--- config.mk ---
export PLATFORM = sky130hd
export DESIGN_NAME = mem_port_arbiter
export DESIGN_NICKNAME = d
export VERILOG_FILES = /design/src/rtl/mem_port_arbiter.sv
export SDC_FILE = /design/constraint.sdc
export NUM_CORES = 1
export LEC_CHECK = 0
export ABC_AREA = 1
export CAP_MARGIN = 25
export CORE_AREA = 2 2 103 105
export CTS_CLUSTER_DIAMETER = 150
export DETAILED_ROUTE_END_ITERATION = 6
export DIE_AREA = 0 0 105 107
export DONT_BUFFER_PORTS = 1
export PLACE_DENSITY_LB_ADDON = 0.15
export SYNTH_ARGS = -nofsm -noshare
export SYNTH_HDL_FRONTEND = slang
export SYNTH_SLANG_ARGS = --single-unit
--- constraint.sdc ---
create_clock -name clk -period 2.1 [get_ports clk]
set_clock_uncertainty 0.1 [all_clocks]
set_input_delay 0.21 -clock clk [delete_from_list [all_inputs] [get_ports clk]]
set_output_delay 0.21 -clock clk [all_outputs]
set_load 0.02 [all_outputs]
--- src/rtl/mem_port_arbiter.sv ---
// Shares one single-port, variable-latency memory between fetch and the memory stage; the memory stage wins unless fetch has waited MAX_MEM_STREAK grants.
// Grant in IDLE -> mem_req next cycle -> ready pulse the cycle after ack; requesters hold their request until their pulse.
module mem_port_arbiter #(
  parameter int MAX_MEM_STREAK = 4,
  parameter int TIMEOUT_CYCLES = 255
) (
  input  logic        clk,
  input  logic        reset,

  input  logic        InstrReqF,
  input  logic [31:0] PCF,
  output logic [31:0] InstrF,
  output logic        InstrReadyF,

  input  logic        MemReqM,
  input  logic        MemWriteM,
  input  logic [31:0] ALUOutM,
  input  logic [31:0] WriteDataM,
  output logic [31:0] ReadDataM,
  output logic        MemReadyM,

  output logic        mem_req,
  output logic        mem_we,
  output logic [31:0] mem_addr,
  output logic [31:0] mem_wdata,
  input  logic [31:0] mem_rdata,
  input  logic        mem_ack,

  output logic        bus_err
);

  localparam logic [1:0] S_IDLE   = 2'd0;
  localparam logic [1:0] S_BUSY_F = 2'd1;
  localparam logic [1:0] S_BUSY_M = 2'd2;
  localparam logic [1:0] S_DONE   = 2'd3;

  localparam int STREAK_W = $clog2(MAX_MEM_STREAK + 1);
  localparam int TMO_W    = $clog2(TIMEOUT_CYCLES + 1);

  localparam logic [STREAK_W-1:0] STREAK_MAX = STREAK_W'(MAX_MEM_STREAK);
  localparam logic [TMO_W-1:0]    TMO_LAST   = TMO_W'(TIMEOUT_CYCLES - 1);

  logic [1:0]          r_state;
  logic [1:0]          w_state_nxt;
  logic [STREAK_W-1:0] r_streak;
  logic [TMO_W-1:0]    r_tmo;

  logic                r_mem_req;
  logic                r_mem_we;
  logic [31:0]         r_mem_addr;
  logic [31:0]         r_mem_wdata;

  logic [31:0]         r_instr;
  logic [31:0]         r_rdata;
  logic                r_instr_rdy;
  logic                r_mem_rdy;
  logic                r_bus_err;

  logic                w_idle;
  logic                w_busy_f;
  logic                w_busy_m;
  logic                w_busy;
  logic                w_grant_m;
  logic                w_grant_f;
  logic                w_ack;
  logic                w_tmo_exp;
  logic                w_finish;

  assign w_idle   = (r_state == S_IDLE);
  assign w_busy_f = (r_state == S_BUSY_F);
  assign w_busy_m = (r_state == S_BUSY_M);
  assign w_busy   = w_busy_f | w_busy_m;

  // The memory stage yields only once fetch has been passed over MAX_MEM_STREAK times in a row.
  assign w_grant_m = w_idle && MemReqM && (!InstrReqF || (r_streak < STREAK_MAX));
  assign w_grant_f = w_idle && !w_grant_m && InstrReqF;

  // An ack arriving on the last allowed cycle beats the timeout.
  assign w_ack     = w_busy && mem_ack;
  assign w_tmo_exp = w_busy && !mem_ack && (r_tmo == TMO_LAST);
  assign w_finish  = w_ack | w_tmo_exp;

  always_comb begin
    w_state_nxt = r_state;
    case (r_state)
      S_IDLE: begin
        if (w_grant_m) begin
          w_state_nxt = S_BUSY_M;
        end else if (w_grant_f) begin
          w_state_nxt = S_BUSY_F;
        end
      end
      S_BUSY_F, S_BUSY_M: begin
        if (w_finish) begin
          w_state_nxt = S_DONE;
        end
      end
      S_DONE:  w_state_nxt = S_IDLE;
      default: w_state_nxt = S_IDLE;
    endcase
  end

  always_ff @(posedge clk) begin
    if (reset) begin
      r_state <= S_IDLE;
    end else begin
      r_state <= w_state_nxt;
    end
  end

  always_ff @(posedge clk) begin
    if (reset) begin
      r_mem_req   <= 1'b0;
      r_mem_we    <= 1'b0;
      r_mem_addr  <= 32'h0;
      r_mem_wdata <= 32'h0;
    end else if (w_grant_m) begin
      r_mem_req   <= 1'b1;
      r_mem_we    <= MemWriteM;
      r_mem_addr  <= ALUOutM;
      r_mem_wdata <= WriteDataM;
    end else if (w_grant_f) begin
      r_mem_req   <= 1'b1;
      r_mem_we    <= 1'b0;
      r_mem_addr  <= PCF;
      r_mem_wdata <= 32'h0;
    end else if (w_finish) begin
      r_mem_req   <= 1'b0;
    end
  end

  always_ff @(posedge clk) begin
    if (reset) begin
      r_streak <= '0;
    end else if (w_idle) begin
      if (w_grant_f || !InstrReqF) begin
        r_streak <= '0;
      end else if (w_grant_m && (r_streak != STREAK_MAX)) begin
        r_streak <= r_streak + 1'b1;
      end
    end
  end

  // Counts busy cycles that did not finish; any non-busy cycle (DONE, IDLE) leaves it at zero.
  always_ff @(posedge clk) begin
    if (reset) begin
      r_tmo <= '0;
    end else if (w_busy && !w_finish) begin
      r_tmo <= r_tmo + 1'b1;
    end else begin
      r_tmo <= '0;
    end
  end

  always_ff @(posedge clk) begin
    if (reset) begin
      r_instr <= 32'h0;
    end else if (w_busy_f && w_ack) begin
      r_instr <= mem_rdata;
    end else if (w_busy_f && w_tmo_exp) begin
      r_instr <= 32'h0;
    end
  end

  // Stores never touch the load-data register, whether they complete or time out.
  always_ff @(posedge clk) begin
    if (reset) begin
      r_rdata <= 32'h0;
    end else if (w_busy_m && !r_mem_we && w_ack) begin
      r_rdata <= mem_rdata;
    end else if (w_busy_m && !r_mem_we && w_tmo_exp) begin
      r_rdata <= 32'h0;
    end
  end

  always_ff @(posedge clk) begin
    if (reset) begin
      r_bus_err <= 1'b0;
    end else if (w_tmo_exp) begin
      r_bus_err <= 1'b1;
    end
  end

  always_ff @(posedge clk) begin
    if (reset) begin
      r_instr_rdy <= 1'b0;
      r_mem_rdy   <= 1'b0;
    end else begin
      r_instr_rdy <= w_busy_f && w_finish;
      r_mem_rdy   <= w_busy_m && w_finish;
    end
  end

  assign mem_req     = r_mem_req;
  assign mem_we      = r_mem_we;
  assign mem_addr    = r_mem_addr;
  assign mem_wdata   = r_mem_wdata;
  assign InstrF      = r_instr;
  assign ReadDataM   = r_rdata;
  assign InstrReadyF = r_instr_rdy;
  assign MemReadyM   = r_mem_rdy;
  assign bus_err     = r_bus_err;

endmodule

======== After elaboration in Yosys (flattened, before gate mapping) ========
Index checks and enable logic that the tools add are counted.
storage, ports and cells
  register bits after elaboration ......... 146
  bits in latches ......................... 0
  memory bits (writable) .................. 0
  ROM bits ................................ 0
  logic and storage cells ................. 77
  memories kept ........................... 0
cells by class
  add/sub/neg operators ................... 2
  $mul .................................... 0
  divide/modulo/power cells ............... 0
  $lt $le $gt $ge ......................... 1
  eq/ne operators ......................... 7
  shift-type cells ........................ 0
  multiplexer cells ....................... 19
  bitwise operators ....................... 3
  reductions and logical operators ........ 33
operators with widths
  operator                                                         count
  32-bit two-way mux                                               8
  1-bit logical AND                                                16
  8-bit by 1-bit adder with 8-bit output, second input constant    1
  8-bit == test, second input constant                             1
  2-bit nonzero test                                               4
  2-bit two-way mux                                                3
  3-bit two-way mux                                                2
  2-bit case mux with 3 select lines                               1
  1-bit logical NOT                                                5
  1-bit two-way mux                                                5
  2-bit == test, second input constant                             2
  2-bit AND reduction                                              2
  2-bit OR reduction                                               2
  3-bit by 1-bit adder with 3-bit output, second input constant    1
  3-bit < comparator, second input constant                        1
  3-bit by 1-bit != test with 1-bit output, second input constant  1
  3-bit != test, second input constant                             1
  3-bit nonzero test                                               1
  2-bit by 1-bit == test with 1-bit output, second input constant  1
  2-bit logical NOT                                                1
  1-bit logical OR                                                 2
  2-bit != test, second input constant                             1
  1-bit bitwise OR                                                 2
  1-bit NOT                                                        1

======== Depth between registers and ports, before layout ========
  depth after elaboration ................. 9
  gate-level depth with buffers ........... 11

======== Worst setup path after synthesis ========
Ideal clock, no wire load.
  path kind ............................... register to register
  start ................................... reg r_state[0]
  end ..................................... reg r_rdata[10], in the netlist ReadDataM[10]
  arrival ................................. 1420 ps
  required time ........................... 1868 ps
  setup slack ............................. 447 ps
  cell stages (with the launch flop) ...... 9
  path buffers ............................ 1
  path through ............................ dfxtp_1 -> inv_1 -> ha_1 -> inv_1 -> nor2_2 -> nand4_2 -> buf_2 -> nand3_1 -> a21oi_1
between the ends
  word-level cells in the longest chain between the ends .. 6
  elaborated cells between the ends (all ways) .. 11
  those cells by class .................... eq/ne (2); mux (1); bitwise (1); reduce/logical (7)
ends and longest elaborated chain
  item                                                                       RTL line  source
  start, declared                                                            43        logic [1:0] r_state;
  start signal, assigned                                                     107       r_state <= w_state_nxt;
  2-bit by 1-bit == test with 1-bit output or 2-bit == test (tied branches)  70, 71
  1-bit bitwise OR                                                           72        assign w_busy = w_busy_f | w_busy_m;
  1-bit logical AND (2 in series)                                            80        assign w_tmo_exp = w_busy && !mem_ack && (r_tmo == TMO_LAST);
  1-bit logical AND                                                          171       end else if (w_busy_m && !r_mem_we && w_tmo_exp) begin
  2-bit nonzero test (no line)                                               n/a
  end signal, assigned                                                       170       r_rdata <= mem_rdata;
  end, declared                                                              54        logic [31:0] r_rdata;
Parallel ways exist; a longest one is shown, timed or not.
A chain may end at the register's enable or synchronous reset.

======== Worst setup path after layout ========
  start ................................... reg r_state[0]
  end ..................................... reg r_mem_addr[18], in the netlist mem_addr[18]
between the ends
  word-level cells in the longest chain between the ends .. 7
  elaborated cells between the ends (all ways) .. 8
  those cells by class .................... mux (1); reduce/logical (7)
ends and longest elaborated chain
  item                             RTL line  source
  2-bit logical NOT *              69        assign w_idle = (r_state == S_IDLE);
  1-bit logical AND (2 in series)  75        assign w_grant_m = w_idle && MemReqM && (!InstrReqF || (r_streak < STREAK_MAX));
  1-bit logical NOT                76        assign w_grant_f = w_idle && !w_grant_m && InstrReqF;
  1-bit logical AND (2 in series)  76
  2-bit nonzero test (no line)     n/a
  end signal, assigned             120       r_mem_addr <= ALUOutM;
  end, declared                    50        logic [31:0] r_mem_addr;
Every way passes the cells marked *; elsewhere a longest branch is shown, timed or not.

==> results.cfg <==
[timing]
tns_ps = 0
fmax_mhz = 514
worst_slew_pin_slew_ps = 591
finalCritPeriodShare = 0.927
setup_viol = 0
relSlewSlack = 0.605
hold_viol_final = 102
drv_slew = 0
layout_min_cycle_time_ps = 1950
rsz0062_at_grt = no
whs_ps = -344

[worst_setup_path]
r2r-start = r_state[0]
r2r-end = mem_addr[18]
reg2reg_depth = 11
path_cells = inv_1 > ha_1 > nand2_1 > clkinv_1 > nand2_4 > inv_2 > buf_12 > nand2_1 > nand3_1 > o211ai_1 > inv_1
startpoint_type = flip-flop
cp-end-kind = flip-flop
max_stage_delay_ps = 360
path_max_fanout = 64
required_ps = 2400
critPathKind = reg2reg
slowest_stage = dfxtp_1
worstPathArrival_ps = 2250
r2r_slack_ps = 150
crit_start = r_state[0]

[run_status]
violations = hold timing
status = finished, violations left

[yosys]
synthCells = 753
syn_avg_cell_area_sq_um = 7.86
synthMuxAreaShare = 0
synth_top_family_by_area = simple AND/OR/NAND/NOR gates
synth_top_area_frac = 0.494
synthAdderAreaFrac = 0.0169
synth_compound_area_frac = 0.140
synth-seq-cells = 146
yosysWarnings = 0
netlist_area_sq_um = 5920
synth_edf_count = 0
synth_xor_area_frac = 0.00592
async_reset_ff_frac = 0
synth-simple-area-share = 0.252
ys_seq_area_frac = 0.494
synth.distinct_cells = 30
synthTopCellsByArea = dfxtp_1, nand2_1, a21oi_1
synth_top_area_cell = dfxtp_1
synth_fp_nets = 895
synth_flop_cell = dfxtp_1

[die]
fp.dieW_um = 105
initial_utilization = 0.587
rows = 37
die_height_um = 107
num_io_pins = 267
die_area_sq_um = 11200
coreArea_sq_um = 10100

[routing]
drt.antenna.violating_nets = 0
vias = 5337
drt_iter0_drc = 485
wl_per_cell_um = 17.4
finalWirelength_um = 16500
routed_via_density = 5.64
first_pass_iters = 5
drc = 0

[cells_and_area]
layout.cells.non_filler = 947
layout-drive-gt1-share = 0.0764
nNetsFinal = 940
antennaDiodeCount = 0
final_cell_mix = nand2_1, dfxtp_1, a21oi_1, nand3_1, dlygate4sd3_1
area_growth_pct = 22.0
finalInstanceArea_sq_um = 7220
final_common_cell = nand2_1
fin_util = 0.715

[placement]
place_area_sq_um = 5910
io_buffers = 0
place_hpwl_um = 9990
dp.cells = 847
gp_congestion = 0.791

[hold_path]
min_to = mem_wdata[16]
min-delay-start = reset
hold_path_class = in2reg
holdPathStages = 1

[pwr]
p_leak_nw = 2.87
peakVddDrop_v = 0.000659
powerDensity_nw_per_um2 = 1280

[clock_network]
clock-sinks = 146
clock_path_buffers = 2
ctsHoldBuffers = 68
ctsRootBufferMaster = clkbuf_8
cts_resized = 0
cts_buffers = 17
clk_latency_ps = 520
h-tree-depth = 4
path_clk_slew_ps = 70
cts_tree = done
post_cts_buffers = 0

[grt]
grt.total_usage = 0.286
grt_start_max_net_pins = 105
grt_pass1_vias = 5112
antenna_found_initial = 0
overflow = 0
grt_first_pass_wirelength_um = 25700

[flow_run]
drv_cap = 0
cell usage after synthesis, types with 3 or more instances:
library cell  instances
a21oi_1             107
buf_2                20
buf_4                10
buf_6                 5
buf_8                 3
clkbuf_1             14
dfxtp_1             146
ha_1                  8
inv_1                49
inv_2                 5
nand2_1             211
nand3_1             106
nor2_1               15
o211ai_1             27
o211ai_2              5
power by group:
group          total, mW  internal [mW]  switching [mW]
clock network       3.16           1.99            1.18
registers           4.24           3.26           0.978
logic               1.86          0.687            1.17
total               9.26           5.94            3.32
critical path: cells and delay by family, from the launching register on:
family | cells | cell delay, ps
DFF | 1 | 360
adders and majority gates | 1 | 270
AOI/OAI and AO/OA | 1 | 160
buffers and inverters | 5 | 530
and+or+nand+nor | 4 | 380
metrics by stage:
step,setup WS [ps],power [mW]
CTS,226,9.21
floorplan,447,5.67
global route,27.6,9.70
global placement,358,5.88
finish,154,9.26
detailed placement,268,5.94
flip-flops by register name, summed over array words and instances, names as in the netlist:
signal / flops
mem_we: 1
MemReadyM: 1
mem_req: 1
bus_err: 1
InstrF: 32
r_streak: 3
r_tmo: 8
InstrReadyF: 1
r_state: 2
ReadDataM: 32
mem_addr: 32
mem_wdata: 32
layout make-up:
cell class,instances,area [sq um]
timing repair buffer,79,826
multi-input combinational,498,2460
tap,136,170
fill,792,2870
sequential,146,2920
clock buffer,19,432
inverter,56,210
clock inverter,13,199
metal layers:
metal / routed length, um / GRT usage
met4: 431 / 0.131
met2: 8270 / 0.484
met5: 0 / 0
met3: 1740 / 0.114
met1: 6050 / 0.317
how the worst max path moves through the flow:
stage               endpoint  cells after the start
2_1_floorplan  ReadDataM[10]                      8
3_3_place_gp      InstrF[30]                      8
3_5_place_dp       InstrF[8]                      8
4_1_cts        ReadDataM[22]                      8
5_1_grt         mem_addr[16]                     10
6_report        mem_addr[18]                     11
cells by family (layout without fill, tap and decap cells):
family          count (synthesis)  count (layout)
simple gates                  343             343
flops                         146             146
compound gates                143             143
buf+inv                       109             167
fa+ha+maj                       8               8
xor+xnor                        4               4
Power figures use the tool's default switching activity.
